**config.mk**
```make
export PLATFORM = sky130hd
export DESIGN_NAME = mem_arbiter_flat
export DESIGN_NICKNAME = d
export VERILOG_FILES = /design/src/rtl/mem_arbiter_pkg.sv /design/src/rtl/mem_arbiter_if.sv /design/src/rtl/mem_arbiter_rr_arb2.sv /design/src/rtl/mem_arbiter.sv /design/src/flat_wrapper.sv
export SDC_FILE = /design/constraint.sdc
export NUM_CORES = 1
export LEC_CHECK = 0
export ABC_AREA = 1
export BUFFER_PORTS_ARGS = -buffer_cell sky130_fd_sc_hd__buf_2
export CORE_AREA = 5 5 97 108
export CTS_CLUSTER_SIZE = 24
export DETAILED_ROUTE_END_ITERATION = 6
export DIE_AREA = 0 0 102 113
export PLACE_DENSITY = 0.68
export SETUP_SLACK_MARGIN = 0.15
export SYNTH_ARGS = -nofsm -noshare
export SYNTH_HDL_FRONTEND = slang
export SYNTH_SLANG_ARGS = --single-unit
```
**constraint.sdc**
```tcl
create_clock -name clk -period 1.85 [get_ports clk]
set_clock_uncertainty 0.2 [all_clocks]
set_input_delay 0 -clock clk [delete_from_list [all_inputs] [get_ports clk]]
set_output_delay 0 -clock clk [all_outputs]
set_load 0.02 [all_outputs]
```
**src/rtl/mem_arbiter_pkg.sv**
```systemverilog
// -----------------------------------------------------------------------------
// mem_arbiter_pkg
//   Shared definitions for the two-port mem8k arbiter: memory geometry,
//   timeout counter width and the transaction FSM state encoding.
//   No ports (package).
// -----------------------------------------------------------------------------
package mem_arbiter_pkg;

   localparam int ADDR_W = 13;
   localparam int DATA_W = 16;

   // Wide enough for any timeout setting in the supported 1..255 range.
   localparam int TMO_W = 8;

   typedef enum logic [1:0] {
      ST_IDLE  = 2'd0,
      ST_ISSUE = 2'd1,
      ST_WAIT  = 2'd2,
      ST_RESP  = 2'd3
   } arb_state_t;

endpackage

```
**src/rtl/mem_arbiter_if.sv**
```systemverilog
// -----------------------------------------------------------------------------
// mem_arbiter_if
//   One requester's handshake bundle toward the arbiter.
//   req/we/addr/wdata : requester -> arbiter (held stable until ack)
//   ack/err/rdata     : arbiter -> requester (one-cycle completion pulse)
//   modport master : the requester side
//   modport slave  : the arbiter side
// -----------------------------------------------------------------------------
interface mem_arbiter_if;
   import mem_arbiter_pkg::*;

   logic              req;
   logic              we;
   logic [ADDR_W-1:0] addr;
   logic [DATA_W-1:0] wdata;
   logic              ack;
   logic              err;
   logic [DATA_W-1:0] rdata;

   modport master (
      output req, we, addr, wdata,
      input  ack, err, rdata
   );

   modport slave (
      input  req, we, addr, wdata,
      output ack, err, rdata
   );

endinterface

```
**src/rtl/mem_arbiter_rr_arb2.sv**
```systemverilog
// -----------------------------------------------------------------------------
// rr_arb2
//   Two-way round-robin picker with a last-grant pointer.
//   clk, rst : clock and asynchronous active-low reset
//   req[1:0] : request vector (bit N = port N)
//   update   : accept the current pick (moves the last-grant pointer)
//   valid    : at least one request present
//   pick     : chosen port id
// -----------------------------------------------------------------------------
module rr_arb2 (
   input  logic       clk,
   input  logic       rst,
   input  logic [1:0] req,
   input  logic       update,
   output logic       valid,
   output logic       pick
);

   logic last;

   // With a single requester it simply wins; when both ask, the port that
   // did not get the previous grant wins so neither can starve the other.
   always_comb begin
      valid = |req;
      pick  = req[1];
      if (req == 2'b11) begin
         pick = ~last;
      end
   end

   // The pointer starts at port 1 so that a simultaneous first request goes
   // to port 0; it only moves when the owner actually accepts a grant.
   always_ff @(posedge clk or negedge rst) begin
      if (!rst) begin
         last <= 1'b1;
      end else if (update) begin
         last <= pick;
      end
   end

endmodule

```
**src/rtl/mem_arbiter.sv**
```systemverilog
// -----------------------------------------------------------------------------
// mem_arbiter
//   Shares the single-port 8K x 16 mem8k between an instruction-fetch port
//   (p0) and a data load/store port (p1). Round-robin, one transaction in
//   flight, IDLE -> ISSUE -> WAIT -> RESP. A missing done is turned into an
//   error response after TIMEOUT_CYC WAIT cycles. All outputs are registered.
//   clk, rst         : clock, asynchronous active-low reset
//   p0, p1           : requester bundles (slave side)
//   mem_read/write   : one-cycle strobes to mem8k
//   mem_*_addr       : latched word address
//   mem_wr_data      : latched write data
//   mem_rd_data      : memory read data, valid with mem_rd_done
//   mem_rd/wr_done   : memory completion
//   busy             : FSM not in IDLE
//   grant_id         : owner of the current or last transaction
// -----------------------------------------------------------------------------
module mem_arbiter
   import mem_arbiter_pkg::*;
#(
   parameter int TIMEOUT_CYC = 15
) (
   input  logic              clk,
   input  logic              rst,
   mem_arbiter_if.slave      p0,
   mem_arbiter_if.slave      p1,
   output logic              mem_read,
   output logic              mem_write,
   output logic [ADDR_W-1:0] mem_read_addr,
   output logic [ADDR_W-1:0] mem_write_addr,
   output logic [DATA_W-1:0] mem_wr_data,
   input  logic [DATA_W-1:0] mem_rd_data,
   input  logic              mem_rd_done,
   input  logic              mem_wr_done,
   output logic              busy,
   output logic              grant_id
);

   localparam logic [TMO_W-1:0] CNT_LAST = TMO_W'(TIMEOUT_CYC - 1);

   arb_state_t        state, state_n;
   logic [TMO_W-1:0]  cnt, cnt_n;
   logic              we_q, we_n;
   logic [ADDR_W-1:0] addr_q, addr_n;
   logic [DATA_W-1:0] wdata_q, wdata_n;
   logic              gid_q, gid_n;
   logic              rd_q, rd_n;
   logic              wr_q, wr_n;
   logic              busy_q, busy_n;
   logic [1:0]        ack_q, ack_n;
   logic [1:0]        err_q, err_n;
   logic [DATA_W-1:0] rdata0_q, rdata0_n;
   logic [DATA_W-1:0] rdata1_q, rdata1_n;
   logic              match_done;
   logic [DATA_W-1:0] rdata_sel;
   logic              pick_valid;
   logic              pick_id;
   logic              take;

   rr_arb2 u_rr (
      .clk    (clk),
      .rst    (rst),
      .req    ({p1.req, p0.req}),
      .update (take),
      .valid  (pick_valid),
      .pick   (pick_id)
   );

   // Next-state and next-output logic. Every output is computed here one
   // cycle ahead and registered below, so strobes, acks and busy line up with
   // the state they belong to. The transaction fields are captured only on
   // the IDLE->ISSUE step and then held until the next grant, which keeps the
   // memory address/data stable from ISSUE through RESP. In WAIT only the
   // done that matches the direction counts; a done seen in ISSUE is never
   // looked at because ISSUE always moves straight on.
   always_comb begin
      state_n    = state;
      cnt_n      = cnt;
      we_n       = we_q;
      addr_n     = addr_q;
      wdata_n    = wdata_q;
      gid_n      = gid_q;
      rd_n       = 1'b0;
      wr_n       = 1'b0;
      ack_n      = 2'b00;
      err_n      = 2'b00;
      rdata0_n   = '0;
      rdata1_n   = '0;
      take       = 1'b0;
      match_done = 1'b0;
      rdata_sel  = '0;

      case (state)
         ST_IDLE: begin
            if (pick_valid) begin
               take    = 1'b1;
               gid_n   = pick_id;
               we_n    = pick_id ? p1.we    : p0.we;
               addr_n  = pick_id ? p1.addr  : p0.addr;
               wdata_n = pick_id ? p1.wdata : p0.wdata;
               rd_n    = ~we_n;
               wr_n    = we_n;
               state_n = ST_ISSUE;
            end
         end

         ST_ISSUE: begin
            cnt_n   = '0;
            state_n = ST_WAIT;
         end

         ST_WAIT: begin
            match_done = we_q ? mem_wr_done : mem_rd_done;
            if (match_done || (cnt == CNT_LAST)) begin
               state_n       = ST_RESP;
               ack_n[gid_q]  = 1'b1;
               err_n[gid_q]  = ~match_done;
               if (match_done && !we_q) begin
                  rdata_sel = mem_rd_data;
               end
               if (gid_q) begin
                  rdata1_n = rdata_sel;
               end else begin
                  rdata0_n = rdata_sel;
               end
            end else begin
               cnt_n = cnt + 1'b1;
            end
         end

         ST_RESP: begin
            state_n = ST_IDLE;
         end

         default: begin
            state_n = ST_IDLE;
         end
      endcase

      busy_n = (state_n != ST_IDLE);
   end

   // State and output registers. Reset is asynchronous so an in-flight
   // transaction is abandoned at once: strobes, acks and busy fall without
   // waiting for a clock, and no response is ever produced for it.
   always_ff @(posedge clk or negedge rst) begin
      if (!rst) begin
         state    <= ST_IDLE;
         cnt      <= '0;
         we_q     <= 1'b0;
         addr_q   <= '0;
         wdata_q  <= '0;
         gid_q    <= 1'b0;
         rd_q     <= 1'b0;
         wr_q     <= 1'b0;
         busy_q   <= 1'b0;
         ack_q    <= 2'b00;
         err_q    <= 2'b00;
         rdata0_q <= '0;
         rdata1_q <= '0;
      end else begin
         state    <= state_n;
         cnt      <= cnt_n;
         we_q     <= we_n;
         addr_q   <= addr_n;
         wdata_q  <= wdata_n;
         gid_q    <= gid_n;
         rd_q     <= rd_n;
         wr_q     <= wr_n;
         busy_q   <= busy_n;
         ack_q    <= ack_n;
         err_q    <= err_n;
         rdata0_q <= rdata0_n;
         rdata1_q <= rdata1_n;
      end
   end

   // Both memory address outputs carry the one latched transaction address.
   assign mem_read       = rd_q;
   assign mem_write      = wr_q;
   assign mem_read_addr  = addr_q;
   assign mem_write_addr = addr_q;
   assign mem_wr_data    = wdata_q;
   assign busy           = busy_q;
   assign grant_id       = gid_q;

   assign p0.ack   = ack_q[0];
   assign p0.err   = err_q[0];
   assign p0.rdata = rdata0_q;
   assign p1.ack   = ack_q[1];
   assign p1.err   = err_q[1];
   assign p1.rdata = rdata1_q;

endmodule
```
**src/flat_wrapper.sv**
```systemverilog
// flat-port wrapper written by rule: the top's interface ports become plain ports
module mem_arbiter_flat import mem_arbiter_pkg::*;
#(
   parameter int TIMEOUT_CYC = 15
)
  (clk, rst, mem_read, mem_write, mem_read_addr, mem_write_addr, mem_wr_data, mem_rd_data, mem_rd_done, mem_wr_done, busy, grant_id, p0_req, p0_we, p0_addr, p0_wdata, p0_ack, p0_err, p0_rdata, p1_req, p1_we, p1_addr, p1_wdata, p1_ack, p1_err, p1_rdata);
  mem_arbiter_if p0_i ();
  mem_arbiter_if p1_i ();
  input  logic clk;
  input  logic rst;
  output logic mem_read;
  output logic mem_write;
  output logic [ADDR_W-1:0] mem_read_addr;
  output logic [ADDR_W-1:0] mem_write_addr;
  output logic [DATA_W-1:0] mem_wr_data;
  input  logic [DATA_W-1:0] mem_rd_data;
  input  logic mem_rd_done;
  input  logic mem_wr_done;
  output logic busy;
  output logic grant_id;
  input wire logic [$bits(p0_i.req)-1:0] p0_req;
  input wire logic [$bits(p0_i.we)-1:0] p0_we;
  input wire logic [$bits(p0_i.addr)-1:0] p0_addr;
  input wire logic [$bits(p0_i.wdata)-1:0] p0_wdata;
  output wire logic [$bits(p0_i.ack)-1:0] p0_ack;
  output wire logic [$bits(p0_i.err)-1:0] p0_err;
  output wire logic [$bits(p0_i.rdata)-1:0] p0_rdata;
  input wire logic [$bits(p1_i.req)-1:0] p1_req;
  input wire logic [$bits(p1_i.we)-1:0] p1_we;
  input wire logic [$bits(p1_i.addr)-1:0] p1_addr;
  input wire logic [$bits(p1_i.wdata)-1:0] p1_wdata;
  output wire logic [$bits(p1_i.ack)-1:0] p1_ack;
  output wire logic [$bits(p1_i.err)-1:0] p1_err;
  output wire logic [$bits(p1_i.rdata)-1:0] p1_rdata;
  assign p0_i.req = p0_req;
  assign p0_i.we = p0_we;
  assign p0_i.addr = p0_addr;
  assign p0_i.wdata = p0_wdata;
  assign p0_ack = p0_i.ack;
  assign p0_err = p0_i.err;
  assign p0_rdata = p0_i.rdata;
  assign p1_i.req = p1_req;
  assign p1_i.we = p1_we;
  assign p1_i.addr = p1_addr;
  assign p1_i.wdata = p1_wdata;
  assign p1_ack = p1_i.ack;
  assign p1_err = p1_i.err;
  assign p1_rdata = p1_i.rdata;
  mem_arbiter #(.TIMEOUT_CYC(TIMEOUT_CYC)) u_core (.clk(clk), .rst(rst), .p0(p0_i), .p1(p1_i), .mem_read(mem_read), .mem_write(mem_write), .mem_read_addr(mem_read_addr), .mem_write_addr(mem_write_addr), .mem_wr_data(mem_wr_data), .mem_rd_data(mem_rd_data), .mem_rd_done(mem_rd_done), .mem_wr_done(mem_wr_done), .busy(busy), .grant_id(grant_id));
endmodule
```
==> flow_summary.json <==
{
  "async_flop_share_pct": 100.0,
  "area_delta_synth_final_pct": 55.80,
  "max_freq_ghz": 0.6188,
  "port_buffers": 163,
  "critical-path-top-delay-family": "flip-flops",
  "syn_avg_cell_area_um2": 8.953,
  "core_um2": 9213,
  "drt_iter0_drc": 217,
  "power_leakage_nw": 2.936,
  "worst_pin_slew_ns": 0.4317,
  "grt_start_max_net_pins": 35,
  "die_x_um": 102,
  "crit_path_start_kind": "register",
  "cts.clk_slew.worst_paths_ns": 0.09,
  "hp-class": "in -> reg",
  "layout_common_cells": "162 x buf_2, 82 x nand2_1, 82 x dlygate4sd3_1, 80 x dfrtp_1, 43 x nor2_1",
  "postRouteWirelength_um": 11510,
  "synth_seq_cells": 81,
  "period_needed_ns": 1.616,
  "rows": 37,
  "setup_tns_ns": 0,
  "layout_commonest_cell": "buf_2",
  "nets": 723,
  "grt_pass1_wl_um": 18170,
  "die_y_um": 113,
  "p_per_area_nw_per_um2": 1340,
  "vias": 3674,
  "grt_pass1_vias": 3769,
  "cts_tree": "yes",
  "setup_viol": 0,
  "cts_sinks": 81,
  "htree_levels": 3,
  "synth-main-ff-cell": "dfrtp_1",
  "die_area_um2": 11530,
  "report.final.slew_viol_count": 0,
  "grt_usage_pct": 20.18,
  "crit_required_ns": 1.93,
  "ant_nets": 0,
  "utilization_pct": 60.41,
  "clock_path_buffers": 2,
  "drive_above_1_share_pct": 33.85,
  "grt.overflow.total": 0,
  "rsz0062_at_grt": "no",
  "path_buf_inv": 4,
  "cp_common_cell": "inv_2",
  "start_util_pct": 38.77,
  "critPathMaxFanout": 10,
  "yosysWarnings": 0,
  "crit_type": "reg -> reg",
  "critPathSlowestCell": "dfrtp_1",
  "dr.pass1.iters": 4,
  "peakVddDrop_mv": 0.6044,
  "yosysUniqueCellTypes": 27,
  "synth-edff-count": 0,
  "synth_cells": 399,
  "slowest_delay_ns": 0.39,
  "drc_errors": 0,
  "root_buffer": "clkbuf_8",
  "place.gp.congestion": 0.8205,
  "cts_inserted_buffers": 9,
  "syn-cell-area_um2": 3572,
  "io_pins": 164,
  "antenna_found_initial": 1,
  "ys_seq_area_share_pct": 56.78,
  "crit_arrival_ns": 1.70,
  "syn-num-nets": 486,
  "maxCapViolCount": 0,
  "critPathCaptureType": "register",
  "vias_per_cell": 4.841,
  "wire_per_inst_um": 15.16,
  "hold_violations": 0,
  "cp_cell_sequence": "inv_2, ha_2, inv_2, nor2_4, buf_12, buf_8, o21ai_0, o21ai_1",
  "dp_hpwl_um": 7077,
  "status": "finished clean",
  "maxSlewHeadroom_pct": 71.22,
  "finalCritPeriodShare_pct": 87.35,
  "clkLatencyLatePin_ns": 0.35
}
-- through the flow --
| stage | instance area, µm² | worst slack [ns] | hold slack (ns) | instances | total power [W] |
|---|---|---|---|---|---|
| 5_1_grt | 5565 | 0.1330 | 0.2491 | 759 | 0.007968 |
| 2_1_floorplan | 3572 | 0.3740 | -0.4956 | 399 | 0.004750 |
| 3_5_place_dp | 4410 | 0.07930 | -0.2292 | 654 | 0.005635 |
| 4_1_cts | 5465 | 0.1686 | 0.2187 | 752 | 0.007244 |
| 3_3_place_gp | 4410 | 0.1632 | -0.2267 | 654 | 0.005568 |
| 6_report | 5565 | 0.2340 | 0.2381 | 759 | 0.007455 |
-- routing by layer --
metal	part of all wire [%]	vias to the layer above	global-route usage [%]
li1	-	1754	-
met1	37	1679	22.73
met2	50	184	34.63
met3	7.0	57	4.131
met4	5.4	0	12.07
met5	0	-	0
-- worst register-to-register path, stage by stage (launching register included) --
cell,delay (ns)
dfrtp_1,0.39
inv_2,0.08
ha_2,0.18
inv_2,0.06
nor2_4,0.14
buf_12,0.13
buf_8,0.13
o21ai_0,0.12
o21ai_1,0.14
-- sequential cells by signal, summed over array words and instances (netlist names) --
signal	cells
u_core.mem_wr_data	16
u_core.p0.rdata	16
u_core.p1.rdata	16
u_core.mem_read_addr	13
u_core.cnt	8
u_core.ack_q	2
u_core.err_q	2
u_core.state	2
u_core.busy	1
u_core.grant_id	1
u_core.mem_read	1
u_core.mem_write	1
u_core.u_rr.last	1
u_core.we_q	1
-- what timing repair did --
| item | 4_1_cts | 5_1_grt |
|---|---|---|
| gates cloned | 0 | 2 |
| pin swaps | 1 | 5 |
| hold endpoints to repair | 152 | 0 |
| setup endpoints to repair | 19 | 42 |
| hold buffers | 82 | 0 |
| buffers inserted | 0 | 4 |
| resized for setup | 2 | 12 |
-- cell type report --
| type | instances | area [µm²] |
|---|---|---|
| fill | 772 | 3647 |
| sequential | 81 | 2028 |
| timing repair buffer | 260 | 1805 |
| multi-input combinational | 258 | 1245 |
| tap | 117 | 146.4 |
| clock buffer | 11 | 141.4 |
| inverter | 26 | 110.1 |
| clock inverter | 5 | 86.33 |
| antenna | 1 | 2.502 |
-- power breakdown --
group / switching [W] / internal (W) / leakage, nW
clock: 0.000659 / 0.000810 / 0.115
combinational: 0.00221 / 0.00121 / 1.76
sequential: 0.000316 / 0.00225 / 1.06
-- cells in the mapped netlist, types with 3 or more instances --
| master | count | share of area [%] |
|---|---|---|
| buf_2 | 15 | 2.1 |
| buf_4 | 17 | 3.6 |
| clkbuf_1 | 3 | 0.32 |
| dfrtp_1 | 80 | 56 |
| ha_1 | 5 | 1.8 |
| inv_1 | 21 | 2.2 |
| inv_2 | 3 | 0.32 |
| nand2_1 | 83 | 8.7 |
| nand2_2 | 3 | 0.53 |
| nand3_1 | 14 | 2.0 |
| nand4_1 | 5 | 0.88 |
| nor2_1 | 43 | 4.5 |
| nor3_1 | 32 | 4.5 |
| o21ai_0 | 30 | 4.2 |
| o21ai_1 | 30 | 4.2 |
-- worst paths after layout --
path	from	endpoint	slack, ns	cells past startpoint
min in group asynchronous	rst	u_core.mem_read_addr[9]	0.46	3
worst min-delay path	p1_wdata[0]	u_core.mem_wr_data[0]	0.24	4
worst max-delay path	u_core.state[0]	u_core.mem_wr_data[13]	0.23	8
worst max register to register	u_core.state[0]	u_core.mem_wr_data[13]	0.23	8
worst min register to register	u_core.u_rr.last	u_core.u_rr.last	0.28	2
max in group asynchronous	rst	u_core.mem_write	0.38	4
-- cell families (layout without fill, tap and decap cells) --
kind of cell | after synthesis | in the layout | share of synthesized area [%]
AOI/OAI and AO/OA | 62 | 62 | 8.791
xor gates and xnor gates | 2 | 2 | 0.4905
adders and majority gates | 5 | 5 | 1.751
buffers and inverters | 61 | 302 | 8.862
DFF | 81 | 81 | 56.78
other | 0 | 1 | 0
and+or+nand+nor | 188 | 189 | 23.33
No activity file was read; power rests on OpenSTA's default activity.
